[src/rtl/uart_pkg.sv]
// uart_pkg: constants and types shared by the UART escape inserter and remover.
package uart_pkg;
    localparam logic [7:0] ESC_DEFAULT = 8'hB1;
    typedef enum logic {IDLE, ESC_SEEN} rx_esc_state_t;
endpackage

[src/rtl/rx_escape.sv]
// rx_escape: splits the UART-RX byte stream into unescaped data bytes and ESC-prefixed commands,
// each held in a one-entry register with valid/read handshake, plus overrun and ESC-timeout strobes.
module rx_escape
    import uart_pkg::*;
#(
    parameter logic [7:0] ESC     = ESC_DEFAULT,
    parameter int         TIMEOUT = 1024
) (
    input  logic       CLK_I,
    input  logic       RST_I,
    input  logic [7:0] DATA_REC_I,
    input  logic       RX_DONE_I,
    output logic [7:0] DATA_REC_O,
    output logic       DATA_VALID_O,
    input  logic       READ_I,
    output logic [7:0] COMMAND_O,
    output logic       COMMAND_VALID_O,
    input  logic       COMMAND_READ_I,
    output logic       OVERRUN_O,
    output logic       ESC_TIMEOUT_O
);
    localparam int TW = (TIMEOUT > 0) ? $clog2(TIMEOUT + 1) : 1;
    localparam logic [TW-1:0] LAST = TW'((TIMEOUT > 0) ? TIMEOUT - 1 : 0);

    rx_esc_state_t state_q, state_d;
    logic [TW-1:0] timer_q, timer_d;
    logic [7:0]    data_q, data_d, cmd_q, cmd_d;
    logic          dv_q, dv_d, cv_q, cv_d, ov_q, ov_d, to_q, to_d;
    logic          is_esc, del_data, del_cmd, expire;

    always_comb begin
        is_esc   = DATA_REC_I == ESC;
        del_data = RX_DONE_I && ((state_q == IDLE) ? !is_esc : is_esc);
        del_cmd  = RX_DONE_I && state_q == ESC_SEEN && !is_esc;
        expire   = TIMEOUT > 0 && state_q == ESC_SEEN && !RX_DONE_I && timer_q == LAST;
        state_d  = RX_DONE_I ? ((state_q == IDLE && is_esc) ? ESC_SEEN : IDLE)
                             : (expire ? IDLE : state_q);
        timer_d  = (RX_DONE_I && state_q == IDLE && is_esc) ? '0
                 : (!RX_DONE_I && state_q == ESC_SEEN && timer_q != '1) ? timer_q + 1'b1 : timer_q;
        to_d     = expire;
        // A read frees the register in the same cycle a new byte may land in it.
        dv_d     = dv_q && !READ_I;
        cv_d     = cv_q && !COMMAND_READ_I;
        data_d   = data_q;
        cmd_d    = cmd_q;
        ov_d     = (del_data && dv_d) || (del_cmd && cv_d);
        if (del_data && !dv_d) begin
            dv_d   = 1'b1;
            data_d = is_esc ? ESC : DATA_REC_I;
        end
        if (del_cmd && !cv_d) begin
            cv_d  = 1'b1;
            cmd_d = DATA_REC_I;
        end
    end

    always_ff @(posedge CLK_I or posedge RST_I) begin
        if (RST_I) begin
            state_q <= IDLE;
            timer_q <= '0;
            data_q  <= 8'h00;
            cmd_q   <= 8'h00;
            dv_q    <= 1'b0;
            cv_q    <= 1'b0;
            ov_q    <= 1'b0;
            to_q    <= 1'b0;
        end else begin
            state_q <= state_d;
            timer_q <= timer_d;
            data_q  <= data_d;
            cmd_q   <= cmd_d;
            dv_q    <= dv_d;
            cv_q    <= cv_d;
            ov_q    <= ov_d;
            to_q    <= to_d;
        end
    end

    assign DATA_REC_O      = data_q;
    assign DATA_VALID_O    = dv_q;
    assign COMMAND_O       = cmd_q;
    assign COMMAND_VALID_O = cv_q;
    assign OVERRUN_O       = ov_q;
    assign ESC_TIMEOUT_O   = to_q;
endmodule

[config.mk]
export PLATFORM = sky130hd
export DESIGN_NAME = rx_escape
export DESIGN_NICKNAME = d
export VERILOG_FILES = /design/src/rtl/uart_pkg.sv /design/src/rtl/rx_escape.sv
export SDC_FILE = /design/constraint.sdc
export NUM_CORES = 1
export LEC_CHECK = 0
export CAP_MARGIN = 15
export CORE_ASPECT_RATIO = 1.1
export CORE_MARGIN = 4
export CORE_UTILIZATION = 44
export DETAILED_ROUTE_END_ITERATION = 7
export PLACE_DENSITY_LB_ADDON = 0.15
export SLEW_MARGIN = 10
export SYNTH_ARGS = -nofsm -noshare
export SYNTH_HDL_FRONTEND = slang
export SYNTH_SLANG_ARGS = --single-unit
[constraint.sdc]
create_clock -name CLK_I -period 1.4 [get_ports CLK_I]
set_input_delay 0.14 -clock CLK_I [delete_from_list [all_inputs] [get_ports CLK_I]]
set_output_delay 0.14 -clock CLK_I [all_outputs]
set_load 0.1 [all_outputs]
==> run summary, run 1 <==
The floorplan step defined a die boundary enclosing 4300 um^2. A synthesized cell averages 12.0 um^2. The tree is rooted in a clkbuf_4. The clock-pin slew of the registers on the worst-case setup and hold paths came out at 0.11 ns. Setup repair after global routing could not meet its margin everywhere. Counting both buffers and inverters, the worst setup path holds a total of 2. The die extent in y is 68.4 um, and the relative max-transition margin is 0.726. Counting distinct cell types in the post-synthesis netlist gives 33.

The combined global-route utilization of all metal layers was 0.217; the number of I/O port buffers was 32. In this run the power density over the cells is 1030 nW/um^2. The logs give 0 for the number of max-cap violations and 0.35 ns for the source-to-sink clock delay at the later pin of the worst-skew pair. The run gives 6860 um as the first-pass GRT wire length. The floorplan has 21 rows. Walking the worst path, the cells encountered are ha_2 > buf_4 > buf_4 > and2_4 > nand4_1 > or3_1 > o211ai_1.

Clock skew on the completed layout was measured at 0.0155 ns. The total grt overflow is 0, and the sum of negative setup slack is -1.49 ns. The number of antenna diodes in the final layout is 0. After synthesis the cells add up to 1460 um^2.

Net count after synthesis: 137. The final worst-path setup slack was -0.153 ns. The depth of the worst hold-timing path works out to 2.

Post-detailed-routing wire length: 4210 um. The worst setup path is launched from a flip-flop. The number of iterations in the first detailed-routing pass is 2. Synthesis produced a netlist whose cell count is 122.

The run gives 0 as the final count of hold timing violations. The highest net fanout along the worst path was 4; the signed area change from the synthesized netlist to the final layout was 76.8%. Summed over all nets, the half-perimeter wirelength after detailed placement is 2860 um. The final cycle utilization of the critical path was 1.11; the final standard cell area without fillers was 2580 um^2.

At the pin with the least slew margin, the transition time is 0.412 ns. 33 I/O pins were placed. After the first detailed-routing iteration, the DRC count stood at 44.

Once detail routing completed, the nets flagged for antenna violations numbered 0. For this run, the number of Yosys warnings is 0. For the clock net sink count, the log shows 32.

For this run, the top clock speed supported by timing is 644 MHz. The tightest min-delay check is of the in -> reg type. The largest incremental delay on the critical path was 0.37 ns. The number of H-tree branching levels was 2.

The fraction of layout instances using a drive strength above 1 works out to 0.562. X dimension of the die: 62.9 um. The run finished, with violations left. The number of cells on the worst reg-to-reg path is 7. Kind of cell with the highest combined delay on the critical path: simple AND/OR/NAND/NOR gates.

The logs give 215 for the number of nets in the layout and 1.67 ns for the required time of the critical path. The startpoint-to-endpoint class of the critical path is reg -> reg. TritonCTS created 5 clock buffers. The path length in cells of the critical path was 7; the via density per instance was 5.51.

The minimum clock period was 1.55 ns; the initial antenna violation count was 0. For the total vias in the final route, the log shows 1294. The critical path endpoint category is a flip-flop.

The logs give 21 for the final-report setup violation count and 0 for the number of hold buffers added after cts. The last weighted congestion value of the routability-driven placer is 0.800, and the maximum number of buffers from clock root to sink is 2. TritonCTS built the clock tree. Slowest cell on the critical path: dfrtp_1. In this run the standard cell core region covers 3130 um^2. The static leakage came out at 0.00119 uW.

After detailed routing, the number of remaining DRC violations is 0. The cell with the most instances on the worst path was buf_4. The logs give 33 for the maximum number of pins on one net before global-route repair and 1387 for the via count of the first global-routing pass.

After detailed routing, the average wire length per cell comes to 17.9 um. The placed cell area is 2310 um^2, and the sequential share of the synthesized area is 0.549. For the starting utilization of the core area, the log shows 0.467.

The tools report the peak ir drop on the vdd network as 0.000642 V. At the worst endpoint, the arrival time is 1.83 ns. The tools report the number of max-slew violations in the final report as 0.

The final reports fail on setup timing. The count of state elements after synthesis works out to 32.
-- synth_stat cells --
library cell,instances,area (um^2)
o211ai_1,4,30.0
or2_4,1,8.76
inv_1,5,18.8
a21oi_1,2,10.0
nor2_1,1,3.75
nand4_1,3,18.8
xor2_1,1,8.76
nor3_1,1,5.00
o22ai_1,1,6.26
nor2b_1,3,18.8
and4b_1,1,10.0
mux2_1,6,67.6
nand2b_1,2,12.5
o31ai_4,1,21.3
or4_4,1,11.3
nand3_2,1,10.0
a21o_1,1,7.51
or4_1,2,15.0
dfrtp_1,32,801
o31ai_1,5,37.5
and2_1,2,12.5
or3_1,2,12.5
o211ai_2,1,12.5
ha_1,2,25.0
buf_2,2,10.0
nor4b_2,1,15.0
o21a_1,1,7.51
nand2_1,11,41.3
o21ai_0,4,20.0
mux2_2,10,113
buf_4,2,15.0
and3_2,1,7.51
nand3_1,9,45.0
-- stage by stage --
stage / power, uW / std cells / setup slack (ns) / hold slack (ns) / utilization
finish: 2660 / 235 / -0.153 / 0.168 / 0.825
global route: 2740 / 235 / -0.245 / 0.174 / 0.825
CTS: 2660 / 235 / -0.180 / 0.171 / 0.805
detailed placement: 2060 / 220 / -0.679 / 0.544 / 0.740
global placement: 2040 / 220 / -0.623 / 0.536 / 0.740
floorplan: 1630 / 122 / -0.101 / 0.238 / -
-- placed cells by master, fill, tap and decap left out, types with 2 or more instances in the layout --
| cell type | netlist | final |
|---|---|---|
| o31ai_4 | 1 | 2 |
| and2_4 | 0 | 2 |
| nand3_2 | 1 | 2 |
| buf_12 | 0 | 20 |
| mux2_4 | 0 | 16 |
| o31ai_2 | 0 | 2 |
| o211ai_1 | 4 | 4 |
| clkdlybuf4s50_1 | 0 | 3 |
| o31ai_1 | 5 | 2 |
| clkbuf_4 | 0 | 5 |
| or4_1 | 2 | 2 |
| clkinv_2 | 0 | 2 |
| nand4_1 | 3 | 3 |
| o21ai_1 | 0 | 3 |
| dlygate4sd2_1 | 0 | 5 |
| nand2_1 | 11 | 10 |
| clkdlybuf4s15_1 | 0 | 3 |
| buf_6 | 0 | 5 |
| inv_1 | 5 | 4 |
| or3_1 | 2 | 2 |
| buf_4 | 2 | 37 |
| nand3_1 | 9 | 7 |
| dfrtp_1 | 32 | 30 |
-- power by group --
part / switching, uW / internal [uW]
registers: 84.5 / 995
clock network: 329 / 239
logic: 605 / 409
-- per-layer routing --
metal / wire [um] / GRT usage
met1: 1550 / 0.220
met2: 2380 / 0.431
met3: 162 / 0.0427
met4: 123 / 0.0992
met5: 0 / 0
-- kinds of logic (layout without fill, tap and decap cells) --
| logic type | after synthesis | count (layout) | share of synthesized area |
|---|---|---|---|
| muxes | 16 | 16 | 0.123 |
| xor gates and xnor gates | 1 | 1 | 0.00600 |
| AOI/OAI and AO/OA | 20 | 20 | 0.105 |
| buffers and inverters | 9 | 88 | 0.0300 |
| and+or+nand+nor | 42 | 42 | 0.170 |
| DFF | 32 | 32 | 0.549 |
| adders and majority gates | 2 | 2 | 0.0171 |
-- worst paths after layout --
path                               start               to  slack (ns)
hold reg to reg              timer_q[10]    ESC_TIMEOUT_O        0.53
hold / removal             DATA_REC_I[7]    DATA_REC_O[7]        0.17
min in group asynchronous          RST_I     COMMAND_O[4]        0.20
max in group asynchronous          RST_I  COMMAND_VALID_O        0.87
setup / recovery              timer_q[1]       timer_q[8]       -0.15
setup reg to reg              timer_q[1]       timer_q[8]       -0.15
-- state kept, by name, summed over array words and instances (netlist names) --
name	cells
COMMAND_VALID_O	1
DATA_REC_O	8
DATA_VALID_O	1
OVERRUN_O	1
timer_q	11
COMMAND_O	8
state_q	1
ESC_TIMEOUT_O	1
-- area by class of cell --
cell class | count | area (um^2)
clock buffers | 6 | 51.3
well taps | 34 | 42.5
repair buffers | 75 | 866
inverters | 5 | 18.8
fillers | 181 | 548
multi-input cells | 81 | 785
flip-flops and latches | 32 | 806
clock inverters | 2 | 10.0
-- what timing repair did --
action	4_1_cts	5_1_grt
setup buffers	7	2
gates cloned	0	0
pin swaps	12	9
setup endpoints to repair	28	30
gates resized for setup	34	16
No activity file was read; power rests on OpenSTA's default activity.
==> run 2, diff against run 1 <==
--- a/config.mk
+++ b/config.mk
@@ -6,11 +6,13 @@
 export NUM_CORES = 1
 export LEC_CHECK = 0
 export CAP_MARGIN = 15
+export CELL_PAD_IN_SITES_DETAIL_PLACEMENT = 0
+export CELL_PAD_IN_SITES_GLOBAL_PLACEMENT = 1
 export CORE_ASPECT_RATIO = 1.1
 export CORE_MARGIN = 4
-export CORE_UTILIZATION = 44
+export CORE_UTILIZATION = 35
 export DETAILED_ROUTE_END_ITERATION = 7
-export PLACE_DENSITY_LB_ADDON = 0.15
+export PLACE_DENSITY = 0.77
 export SLEW_MARGIN = 10
 export SYNTH_ARGS = -nofsm -noshare
 export SYNTH_HDL_FRONTEND = slang
==> run 2 against run 1 <==
Against the previous run:
- the flow still finishes with violations (setup timing)
- sequential power about the same
- design area is 5.0% higher
- critical path depth is 2 lower
- critical path type unchanged
==> run summary, run 2 (synthesis gave the netlist of run 1 again) <==
The flow ran to the end, but the final reports show violations. Violated checks: setup timing (unchanged). The run gives 0.821 (was 0.800) as the last weighted congestion value of the routability-driven placer. The placed instance count came out at 239 (was 220). The clock network power share was 0.315 (was 0.213). The leading cell type in the layout, fill and taps excluded is buf_4 (unchanged). The flip-flop count of the largest register, all copies and words added was 11 (unchanged). The signed area change from the synthesized netlist to the final layout is 85.7% (was 76.8%), and the first-pass GRT wire length is 6920 um (was 6860 um). The depth of the worst hold-timing path was 2 (unchanged). The logs give 0 (unchanged) for the number of max-slew violations in the final report and 0.28 ns (was 0.35 ns) for the source-to-sink clock delay at the later pin of the worst-skew pair.

The startpoint-to-endpoint class of the critical path is reg -> reg (unchanged). TritonCTS built the clock tree. The minimum clock period was 1.52 ns (was 1.55 ns); the final standard cell count with taps included and fillers excluded was 255 (was 235).

The run gives 33 (unchanged) as the maximum number of pins on one net before global-route repair. Clock tree root driver cell: clkbuf_8 (was clkbuf_4). The post-detailed-routing wire length is 4220 um (was 4210 um). The tools report the final worst clock skew as 0.00532 ns (was 0.0155 ns). The highest net fanout along the worst path is 6 (was 4), and the number of iterations in the first detailed-routing pass is 4 (was 2).

The average wire per standard cell works out to 16.5 um (was 17.9 um). The launching point of the worst reg2reg path was timer_q[0] (was timer_q[1]). The via count of the first global-routing pass is 1435 (was 1387), and the number of nets in the layout is 217 (was 215). The terminating pin of the worst hold path was COMMAND_O[7] (was DATA_REC_O[7]).

The post-detailed-placement half-perimeter wirelength is 3060 um (was 2860 um), and the count of standard-cell rows is 24 (was 21). The cell area power density was 1140 nW/um^2 (was 1030 nW/um^2). The net switching share of the total power came out at 0.336 (was 0.383).

The total vias in the final route was 1296 (was 1294). The final-report setup violation count came out at 26 (was 21). The kind of cell with the highest combined delay on the critical path is simple AND/OR/NAND/NOR gates (unchanged). Setup repair after global routing could not meet its margin everywhere. The via density per instance is 5.08 (was 5.51). The x dimension of the die came out at 69.6 um (was 62.9 um).

The launching element of the worst setup path was timer_q[0] (was timer_q[1]). The number of I/O port buffers was 32 (unchanged). The transition at the pin with the smallest max-transition slack was 0.398 ns (was 0.412 ns); the DRC violation count after routing was 0 (unchanged). The final cycle utilization of the critical path is 1.08 (was 1.11). The logs give 33 (unchanged) for the I/O pin count and 32 (unchanged) for the clock net sink count.

The clock buffer count from CTS was 5 (unchanged). The run gives -0.119 ns (was -0.153 ns) as the final worst-path setup slack. The switching component of the power is 1040 uW (was 1020 uW). The final count of hold timing violations is 0 (unchanged), and the relative max-transition margin is 0.734 (was 0.726).

The run gives 0.00123 uW (was 0.00119 uW) as the static leakage. The launching element type of the critical path was a flip-flop (unchanged). The tools report the starting utilization of the core area as 0.365 (was 0.467). The tools report the initial antenna violation count as 0 (unchanged).

The logs give 0 (unchanged) for the number of nets still failing antenna checks after routing and 0.336 (was 0.381) for the combinational share of power. For the core footprint, the log shows 3990 um^2 (was 3130 um^2). Critical path endpoint category: a flip-flop (unchanged).

The worst hold path startpoint was DATA_REC_I[7] (unchanged). The register-to-register setup slack was -0.12 ns (was -0.15 ns). The tools report the peak ir drop on the vdd network as 0.000458 V (was 0.000642 V).

Violation count after the first detailed-routing iteration: 75 (was 44). The slowest cell on the critical path is or4_1 (was dfrtp_1). The total grt overflow was 0 (unchanged). The tools report the worst flop-to-flop path endpoint as timer_q[5] (was timer_q[8]).

The run gives 277 (was 181) as the filler cell count. For the combined global-route utilization of all metal layers, the log shows 0.171 (was 0.217). The largest incremental delay on the critical path was 0.51 ns (was 0.37 ns).

The number of cells on the worst reg-to-reg path was 5 (was 7); the clock-pin slew of the registers on the worst-case setup and hold paths was 0.07 ns (was 0.11 ns). For the part of the power in registers, the log shows 0.349 (was 0.406). The kind of path behind the tightest hold check is in -> reg (unchanged). For the internal power, the log shows 2040 uW (was 1640 uW). The fraction of layout instances using a drive strength above 1 is 0.621 (was 0.562). Top register by number of flip-flops: timer_q (unchanged). For the arrival time at the worst endpoint, the log shows 1.73 ns (was 1.83 ns). The die extent in y came out at 75.7 um (was 68.4 um). The number of hold buffers added after cts was 0 (unchanged). The tools report the highest clock frequency the design can meet as 658 MHz (was 644 MHz). For the number of max-cap violations, the log shows 0 (unchanged).

The maximum number of buffers from clock root to sink is 2 (unchanged). The required time of the critical path is 1.61 ns (was 1.67 ns). Buffers plus inverters on the worst setup path: 0 (was 2). Commonest cells after routing, fill and taps aside: buf_4 (38), dfrtp_1 (30), buf_12 (21) (was buf_4 (37), dfrtp_1 (30), buf_12 (20)). Area of the die: 5270 um^2 (was 4300 um^2).

For the antenna diode count, the log shows 0 (unchanged). The total power after layout was 3080 uW (was 2660 uW). The number of H-tree branching levels was 2 (unchanged).

Chain of cells forming the critical path: ha_2 > nand4_1 > o31ai_4 > or4_1 > a21oi_2 (was ha_2 > buf_4 > buf_4 > and2_4 > nand4_1 > or3_1 > o211ai_1).
-- run 2: changes by cell type in the layout (fill, tap and decap cells not counted), moves of 2 or more --
cell / change
clkbuf_8: +6
clkbuf_4: -5
nand3_2: +5
nand3_1: -4
buf_2: +3
dlygate4sd2_1: -3
clkdlybuf4s15_2: +2
clkinv_2: -2
o21ai_1: -2
o21ai_2: +2
o31ai_1: +2
o31ai_2: -2
-- run 2: worst register-to-register path, cell delays in order, from the launching register on --
cell     delay, ns
dfrtp_1       0.38
ha_2          0.20
nand4_1       0.11
o31ai_4       0.11
or4_1         0.51
a21oi_2       0.14
-- run 2: what timing repair did --
action	4_1_cts	5_1_grt
setup buffers	8	0
cloned	0	0
setup endpoints to repair	29	28
resized for setup	54	17
hold endpoints to repair	0	0
pin swaps	12	7
-- run 2: layout make-up --
class / count / area [um^2] / share of cell area
Timing Repair Buffer: 77 / 886 / 0.327
Multi-Input combinational cell: 81 / 807 / 0.298
Sequential cell: 32 / 806 / 0.297
Clock buffer: 7 / 96.3 / 0.0356
Tap cell: 52 / 65.1 / 0.0240
Clock inverter: 1 / 30.0 / 0.0111
Inverter: 5 / 18.8 / 0.00693
-- run 2: how the worst max path moves through the flow --
| stage | cells after the start | slack (ns) | end |
|---|---|---|---|
| 4_1_cts | 7 | -0.19 | timer_q[1] |
| 6_report | 5 | -0.12 | timer_q[5] |
| 3_3_place_gp | 8 | -0.65 | DATA_REC_O[6] |
| 2_1_floorplan | 7 | -0.10 | DATA_REC_O[0] |
| 3_5_place_dp | 8 | -0.73 | DATA_REC_O[6] |
| 5_1_grt | 7 | -0.22 | timer_q[1] |
-- run 2: power by group through the flow --
stage	Sequential [uW]	Combinational, uW	Clock (uW)
after floorplan	1520	114	0
after global placement	1090	958	0
after detailed placement	1090	975	0
after CTS	1070	1020	977
after global routing	1080	1070	1020
final	1070	1030	969
-- run 2: metrics by stage --
step                      utilization  cell area (um^2)  hold slack [ns]  setup WS [ns]  setup TNS, ns
after floorplan                     -              1520            0.238         -0.101          -1.30
after global placement          0.590              2360            0.536         -0.651         -13.02
after detailed placement        0.590              2360            0.549         -0.730         -15.21
after CTS                       0.661              2640            0.130         -0.191          -2.53
after global routing            0.678              2710            0.139         -0.216          -4.24
final                           0.678              2710            0.140         -0.119          -2.37
-- run 2: metal layers --
layer,GRT usage,wire [um],up-vias,part of all wire
li1,-,-,602,-
met1,0.184,1700,655,0.40
met2,0.319,2260,32,0.54
met3,0.0422,197,7,0.047
met4,0.0868,61,0,0.014
met5,0,0,-,0
